[config.mk]
export PLATFORM = sky130hd
export DESIGN_NAME = mem_req_arbiter
export DESIGN_NICKNAME = d
export VERILOG_FILES = /design/src/rtl/mem_req_arbiter.sv
export SDC_FILE = /design/constraint.sdc
export NUM_CORES = 1
export LEC_CHECK = 0
export ABC_AREA = 0
export CORE_UTILIZATION = 46
export CTS_CLUSTER_SIZE = 16
export DETAILED_ROUTE_END_ITERATION = 6
export PLACE_DENSITY = 0.91
export SLEW_MARGIN = 5
export SYNTH_ARGS = -nofsm -noshare
export SYNTH_HDL_FRONTEND = slang
export SYNTH_SLANG_ARGS = --single-unit
[constraint.sdc]
create_clock -name clk -period 3.9 [get_ports clk]
set_input_delay 1.17 -clock clk [delete_from_list [all_inputs] [get_ports clk]]
set_output_delay 1.17 -clock clk [all_outputs]
set_load 0.01 [all_outputs]
[src/rtl/mem_req_arbiter.sv]
// Round-robin arbiter that shares one memory interface unit between NREQ requesters.
// The payload is latched at grant time; a watchdog aborts transactions whose mem_done never arrives.
module mem_req_arbiter #(
    parameter int NREQ    = 2,
    parameter int AW      = 14,
    parameter int TIMEOUT = 255
) (
    input  logic                      clk,
    input  logic                      reset_n,
    input  logic [NREQ-1:0]           req_load,
    input  logic [NREQ-1:0]           req_store,
    input  logic [NREQ*AW-1:0]        req_addr,
    input  logic [NREQ*16-1:0]        req_wdata,
    output logic [NREQ-1:0]           req_done,
    output logic                      req_err,
    output logic [7:0]                req_rdata,
    output logic [$clog2(NREQ)-1:0]   grant_id,
    output logic                      busy,
    output logic                      mem_load,
    output logic                      mem_store,
    output logic [AW-1:0]             mem_addr,
    output logic [15:0]               mem_wdata,
    input  logic                      mem_done,
    input  logic [7:0]                mem_data
);

    localparam int IDW = $clog2(NREQ);

    typedef enum logic [1:0] {
        ST_IDLE  = 2'd0,
        ST_ISSUE = 2'd1,
        ST_DONE  = 2'd2
    } state_t;

    state_t            state_q, state_d;
    logic [IDW-1:0]    rr_ptr_q, rr_ptr_d;
    logic [IDW-1:0]    grant_q, grant_d;
    logic [AW-1:0]     addr_q, addr_d;
    logic [15:0]       wdata_q, wdata_d;
    logic              load_q, load_d;
    logic              store_q, store_d;
    logic [15:0]       wd_q, wd_d;
    logic [NREQ-1:0]   done_q, done_d;
    logic              err_q, err_d;
    logic [7:0]        rdata_q, rdata_d;
    logic              busy_q, busy_d;

    logic [NREQ-1:0]   pend_s;
    logic              win_found_s;
    logic [IDW-1:0]    win_id_s;
    logic [IDW-1:0]    cand_s;
    logic [IDW-1:0]    win_next_s;

    // Round-robin search: first pending requester at or after rr_ptr wins.
    always_comb begin
        pend_s      = req_load | req_store;
        win_found_s = 1'b0;
        win_id_s    = '0;
        cand_s      = '0;
        for (int k = 0; k < NREQ; k++) begin
            cand_s = IDW'((int'(rr_ptr_q) + k) % NREQ);
            if (!win_found_s && pend_s[cand_s]) begin
                win_found_s = 1'b1;
                win_id_s    = cand_s;
            end else begin
                win_found_s = win_found_s;
            end
        end
        win_next_s = IDW'((int'(win_id_s) + 1) % NREQ);
    end

    // Next-state and registered-output computation.
    always_comb begin
        state_d  = state_q;
        rr_ptr_d = rr_ptr_q;
        grant_d  = grant_q;
        addr_d   = addr_q;
        wdata_d  = wdata_q;
        load_d   = load_q;
        store_d  = store_q;
        wd_d     = wd_q;
        done_d   = '0;
        err_d    = 1'b0;
        rdata_d  = rdata_q;

        case (state_q)
            ST_IDLE: begin
                if (win_found_s) begin
                    state_d  = ST_ISSUE;
                    grant_d  = win_id_s;
                    addr_d   = req_addr[win_id_s*AW +: AW];
                    wdata_d  = req_wdata[win_id_s*16 +: 16];
                    // A simultaneous load and store serves the load; the store stays pending.
                    load_d   = req_load[win_id_s];
                    store_d  = ~req_load[win_id_s];
                    rr_ptr_d = win_next_s;
                    wd_d     = 16'd0;
                end else begin
                    load_d   = 1'b0;
                    store_d  = 1'b0;
                end
            end
            ST_ISSUE: begin
                if (mem_done) begin
                    rdata_d          = mem_data;
                    done_d[grant_q]  = 1'b1;
                    load_d           = 1'b0;
                    store_d          = 1'b0;
                    state_d          = ST_DONE;
                end else if (wd_q == 16'(TIMEOUT)) begin
                    rdata_d          = 8'd0;
                    done_d[grant_q]  = 1'b1;
                    err_d            = 1'b1;
                    load_d           = 1'b0;
                    store_d          = 1'b0;
                    state_d          = ST_DONE;
                end else begin
                    wd_d             = wd_q + 16'd1;
                end
            end
            ST_DONE: begin
                state_d = ST_IDLE;
                load_d  = 1'b0;
                store_d = 1'b0;
            end
            default: begin
                state_d = ST_IDLE;
                load_d  = 1'b0;
                store_d = 1'b0;
            end
        endcase

        busy_d = (state_d != ST_IDLE);
    end

    // State and output registers; reset abandons any transaction in flight.
    always_ff @(posedge clk or negedge reset_n) begin
        if (!reset_n) begin
            state_q  <= ST_IDLE;
            rr_ptr_q <= '0;
            grant_q  <= '0;
            addr_q   <= '0;
            wdata_q  <= 16'd0;
            load_q   <= 1'b0;
            store_q  <= 1'b0;
            wd_q     <= 16'd0;
            done_q   <= '0;
            err_q    <= 1'b0;
            rdata_q  <= 8'd0;
            busy_q   <= 1'b0;
        end else begin
            state_q  <= state_d;
            rr_ptr_q <= rr_ptr_d;
            grant_q  <= grant_d;
            addr_q   <= addr_d;
            wdata_q  <= wdata_d;
            load_q   <= load_d;
            store_q  <= store_d;
            wd_q     <= wd_d;
            done_q   <= done_d;
            err_q    <= err_d;
            rdata_q  <= rdata_d;
            busy_q   <= busy_d;
        end
    end

    assign req_done  = done_q;
    assign req_err   = err_q;
    assign req_rdata = rdata_q;
    assign grant_id  = grant_q;
    assign busy      = busy_q;
    assign mem_load  = load_q;
    assign mem_store = store_q;
    assign mem_addr  = addr_q;
    assign mem_wdata = wdata_q;

endmodule

---- Word-level counts from Yosys, hierarchy flattened ----
Cells that the tools add are included.
Widths: inputs -> output; s select.
storage, ports and cells
  output and inout port bits .............. 45
  logic and storage cells ................. 75
  bits of input ports ..................... 75
  register bits after elaboration ......... 64
cells by class
  multiplexer cells ....................... 34
  shifts and indexed selects .............. 2
  bitwise gates (word level) .............. 2
  equal/unequal tests ..................... 6
  add/sub/neg operators ................... 3
  reductions and logical operators ........ 10
  $lt $le $gt $ge ......................... 5
  $mul .................................... 1
operators by type and width
  operator               number
  $mux 16                3
  $pmux 16 s2            1
  $shiftx 32x6->16       1
  $shiftx 28x6->14       1
  $mux 1                 18
  $add 16x1->16 const B  1
  $eq 16x8->1 const B    1
  $mux 8                 2
  $mux 2                 6
  $lt 1x2->1 const B     4
  $ne 2x2->1 const B     3
  $reduce_bool 2->1      3
  $mul 1x3->4 const B    1
  $pmux 1 s2             2
  $pmux 2 s2             1
  $reduce_and 2->1       2
  $reduce_and 4->1       1
  $ne 3x3->1 const B     1
  $add 1x1->1 const B    2
  $eq 2x1->1 const B     1
  $logic_and 1x1->1      2
  $logic_not 2->1        1
  $or 2x2->2             1
  $demux 1 s1            1
  other kinds (3)        3

---- Depth between registers and ports, before layout ----
  depth after elaboration ................. 12
  mapped depth ............................ 7
  depth with buffers taken out ............ 5

---- Worst setup path after synthesis ----
OpenSTA, ideal clock, no wires.
  path kind ............................... input -> register
  start point ............................. in mem_done
  end point ............................... reg wd_q[13]
  path slack .............................. 1,247 ps
  data arrival time ....................... 2,574 ps
  path buffers ............................ 1
  required time ........................... 3,822 ps
  stages on the path ...................... 5
  setup time .............................. 78 ps
  cell sequence ........................... or3b_1 or3_1 buf_2 or4_1 a21oi_1
between the ends
  word-level cells in the longest chain between the ends .. 2
RTL lines
  what                               line  RTL
  from (decl)                        23    input logic mem_done,
  $ne 2x2->1 (no source line)        --
  $reduce_and 4->1 (no source line)  --
  to (signal assigned)               159   wd_q <= wd_d;
  to (decl)                          42    logic [15:0] wd_q, wd_d;
Every way passes these cells.
A chain may end at the register's enable or synchronous reset.

---- Worst setup path in the final report ----
  start point ............................. in mem_done
  end point ............................... reg wd_q[9]
Same word-level chain as after synthesis.

==> reports/metrics.cfg <==
[clock_tree]
cts_setup_buffers = 0
clock_tree.buffer_depth = 2
cts-resized-gates = 0
cts_max_level = 3
tritoncts_clock_tree = done
cts_buffers = 9
cts_hold_buf = 0
insertion_delay_ns = 0.33
tritoncts_num_sinks = 64
cts_root_buf = clkbuf_8
clk_transition_reported_paths_ns = 0.06

[yosys]
post_synth_most_frequent_cells = 64 x dfrtp_1, 34 x and2_1, 30 x a221o_1
synth_compound_area_frac = 0.189
yosys_warnings = 0
postSynthNetCount = 329
yosys.area.top_type = dfrtp_1
synth_async_sr_flop_share = 1.00
synth_top_family_by_area = simple AND/OR/NAND/NOR gates
synth-edff-count = 0
post_synth.cell_area_avg_um2 = 11.3
ys_seq_area_frac = 0.561
post_synth_instance_area_um2 = 2850
synth_cells = 253
synth_cell_type_count = 36
synth_area_leaders = dfrtp_1 56%, a221o_1 11%, and2_1 7.5%
synthSimpleGateAreaFrac = 0.192
most_instantiated_flip_flop_cell_in_the_synthesis_netlist = dfrtp_1
yosys.cell_count.top_type = dfrtp_1
synth_mux_area_frac = 0.0175
yosys.area_share.xor_xnor = 0.00307
synthAdderAreaFrac = 0.00438
yosys.area.top_type_share = 0.561
ys_ff_latch = 64

[power_and_ir_drop]
irDropWorstVdd_mv = 0.352
power_leakage_nw = 1.80
power.density_cell_area_nw_per_um2 = 676

[detailed_routing]
antenna_violating_nets_post_route = 0
initialDrtViolationCount = 116
post_drt_wl_per_cell_um = 15.9
route.detailed.drc = 0
count_of_tritonroute_iterations_in_the_first_routing_pass = 4
via_density_per_instance = 5.62
drt_wl_total_um = 7150
count_of_vias_placed_by_the_detailed_router = 2522

[timing]
final-setup-viol-count = 0
finalMaxSlewViolations = 0
min_period_ns = 3.04
timing.max_slew.rel_slack = 0.343
achievable-frequency_mhz = 329
share_of_the_clock_period_used_by_the_worst_path_after_layout = 0.780
tns_ns = 0
worst-slew-pin-transition_ns = 0.985
rsz0062_at_grt = no
finClkSkew_ns = 0.00517
report.final.hold_viol_count = 0

[setup_path]
worstSetupEndpointType = register
cp_slowest_stage_delay_ns = 0.54
worst_ep_required_time_ns = 4.15
timing.critical_path.from_type = input port
arrival_ns = 3.30
crit_chain = clkdlybuf4s50_1, or3b_1, or3_1, or4_1, a21oi_1
critPathSlowestCell = or3b_1
crit_fanout = 13
worstSetupPathType = input port to register

[cells_and_area]
sequential_cell_area_um2 = 1600
fin_cells = 449
nets = 447
post_synthesis_to_final_layout_area_growth_pct = 51.2
layout-drive-gt1-share = 0.0642
finalInstanceArea_um2 = 4310
num-fill-cells = 448
antenna_cells_inserted = 0
multiInputGateArea_um2 = 1160

[status]
outcome = complete, no violations

[global_routing]
grt_util_all_layers = 0.235
grt_pass1_wl_um = 11500
initial_antenna_violation_count = 0
vias_in_the_first_global_route = 2461
grt_start_max_net_pins = 46
grt-ovfl-total = 0

[place]
placed_area_um2 = 4120
port_buffers = 119
globalplace.congestion = 0.788
placed_instances = 435
dpl.hpwl_um = 5060

[floorplan]
core_area_um2 = 5960
dieHeight_um = 80.8
die-area_um2 = 6520
dieWidth_um = 80.8
ios = 120
initial_utilization = 0.479
floorplan.rows = 28

[flow_run]
maxCapViolCount = 0

[min_path]
holdCritPathClass = register to register

## metal layers
layer | wire (um) | GRT usage
met1 | 3010 | 0.294
met2 | 3580 | 0.398
met3 | 471 | 0.0607
met4 | 89 | 0.0714
met5 | 0 | 0
## path summary, 6_finish.rpt
check / to / slack (ns) / cells past startpoint / startpoint
setup / recovery: wd_q[9] / 0.86 / 5 / mem_done
hold reg to reg: req_done[0] / 0.48 / 1 / grant_id
max in group asynchronous: mem_addr[4] / 2.09 / 2 / reset_n
setup reg to reg: req_rdata[1] / 1.54 / 4 / wd_q[8]
hold / removal: req_done[0] / 0.48 / 1 / grant_id
min in group asynchronous: wd_q[8] / 0.99 / 1 / reset_n
## cells by family (layout without fill, tap and decap cells)
family / count (synthesis) / count (layout)
multiplexers: 5 / 5
flip-flops: 64 / 64
buffers and inverters: 24 / 145
AO/OA/AOI/OAI: 66 / 66
adder cells (fa/ha/maj): 1 / 1
XOR/XNOR: 1 / 1
AND/OR/NAND/NOR: 92 / 92
## power by group
part           internal [mW]  leakage [nW]  switching [mW]
Clock                  0.322        0.0973           0.239
Sequential             0.906         0.817           0.131
Combinational          0.758         0.890           0.560
## cells in the final DEF (no fill, tap or decap), types with 2 or more instances in the layout
cell type / count
and4_1: 4
clkdlybuf4s50_1: 118
or4_1: 5
a21oi_1: 11
nand2_1: 10
or3_1: 7
dfrtp_1: 64
a22o_1: 9
nand3_1: 3
and2_1: 34
o31ai_1: 5
a221o_1: 30
nor4_1: 2
nand4_1: 5
mux2i_1: 5
o21ai_1: 2
a21o_1: 2
nor2_1: 10
inv_1: 7
o21ai_0: 4
nor3_1: 2
clkbuf_8: 11
buf_4: 4
and3_1: 2
## state kept, by name, summed over array words and instances, names as in the netlist
| register | count |
|---|---|
| rr_ptr_q | 1 |
| req_err | 1 |
| req_rdata | 8 |
| mem_store | 1 |
| mem_load | 1 |
| mem_wdata | 16 |
| state_q | 2 |
| mem_addr | 14 |
| busy | 1 |
| req_done | 2 |
| wd_q | 16 |
| grant_id | 1 |
## cell type report
type                       instances  share of cell area
sequential                        64               0.371
timing repair buffer             124               0.287
multi-input combinational        165               0.269
clock buffer                      11              0.0351
tap                               75              0.0218
clock inverter                     3             0.00986
inverter                           7             0.00609
## critical path: cells and delay by family
family | cells | cell delay, ns
buffers and inverters | 1 | 0.43
AND/OR/NAND/NOR | 3 | 1.51
AO/OA/AOI/OAI | 1 | 0.17
## metrics by stage
stage / util / total power, mW / setup WS (ns) / hold slack [ns]
global route: 0.724 / 3.11 / 0.787 / 0.511
detailed placement: 0.692 / 2.37 / 0.539 / 0.473
CTS: 0.724 / 2.95 / 0.885 / 0.489
finish: 0.724 / 2.92 / 0.856 / 0.485
global placement: 0.692 / 2.33 / 0.615 / 0.473
floorplan: - / 1.68 / 1.25 / 0.450
No activity file was read; power rests on OpenSTA's default activity.
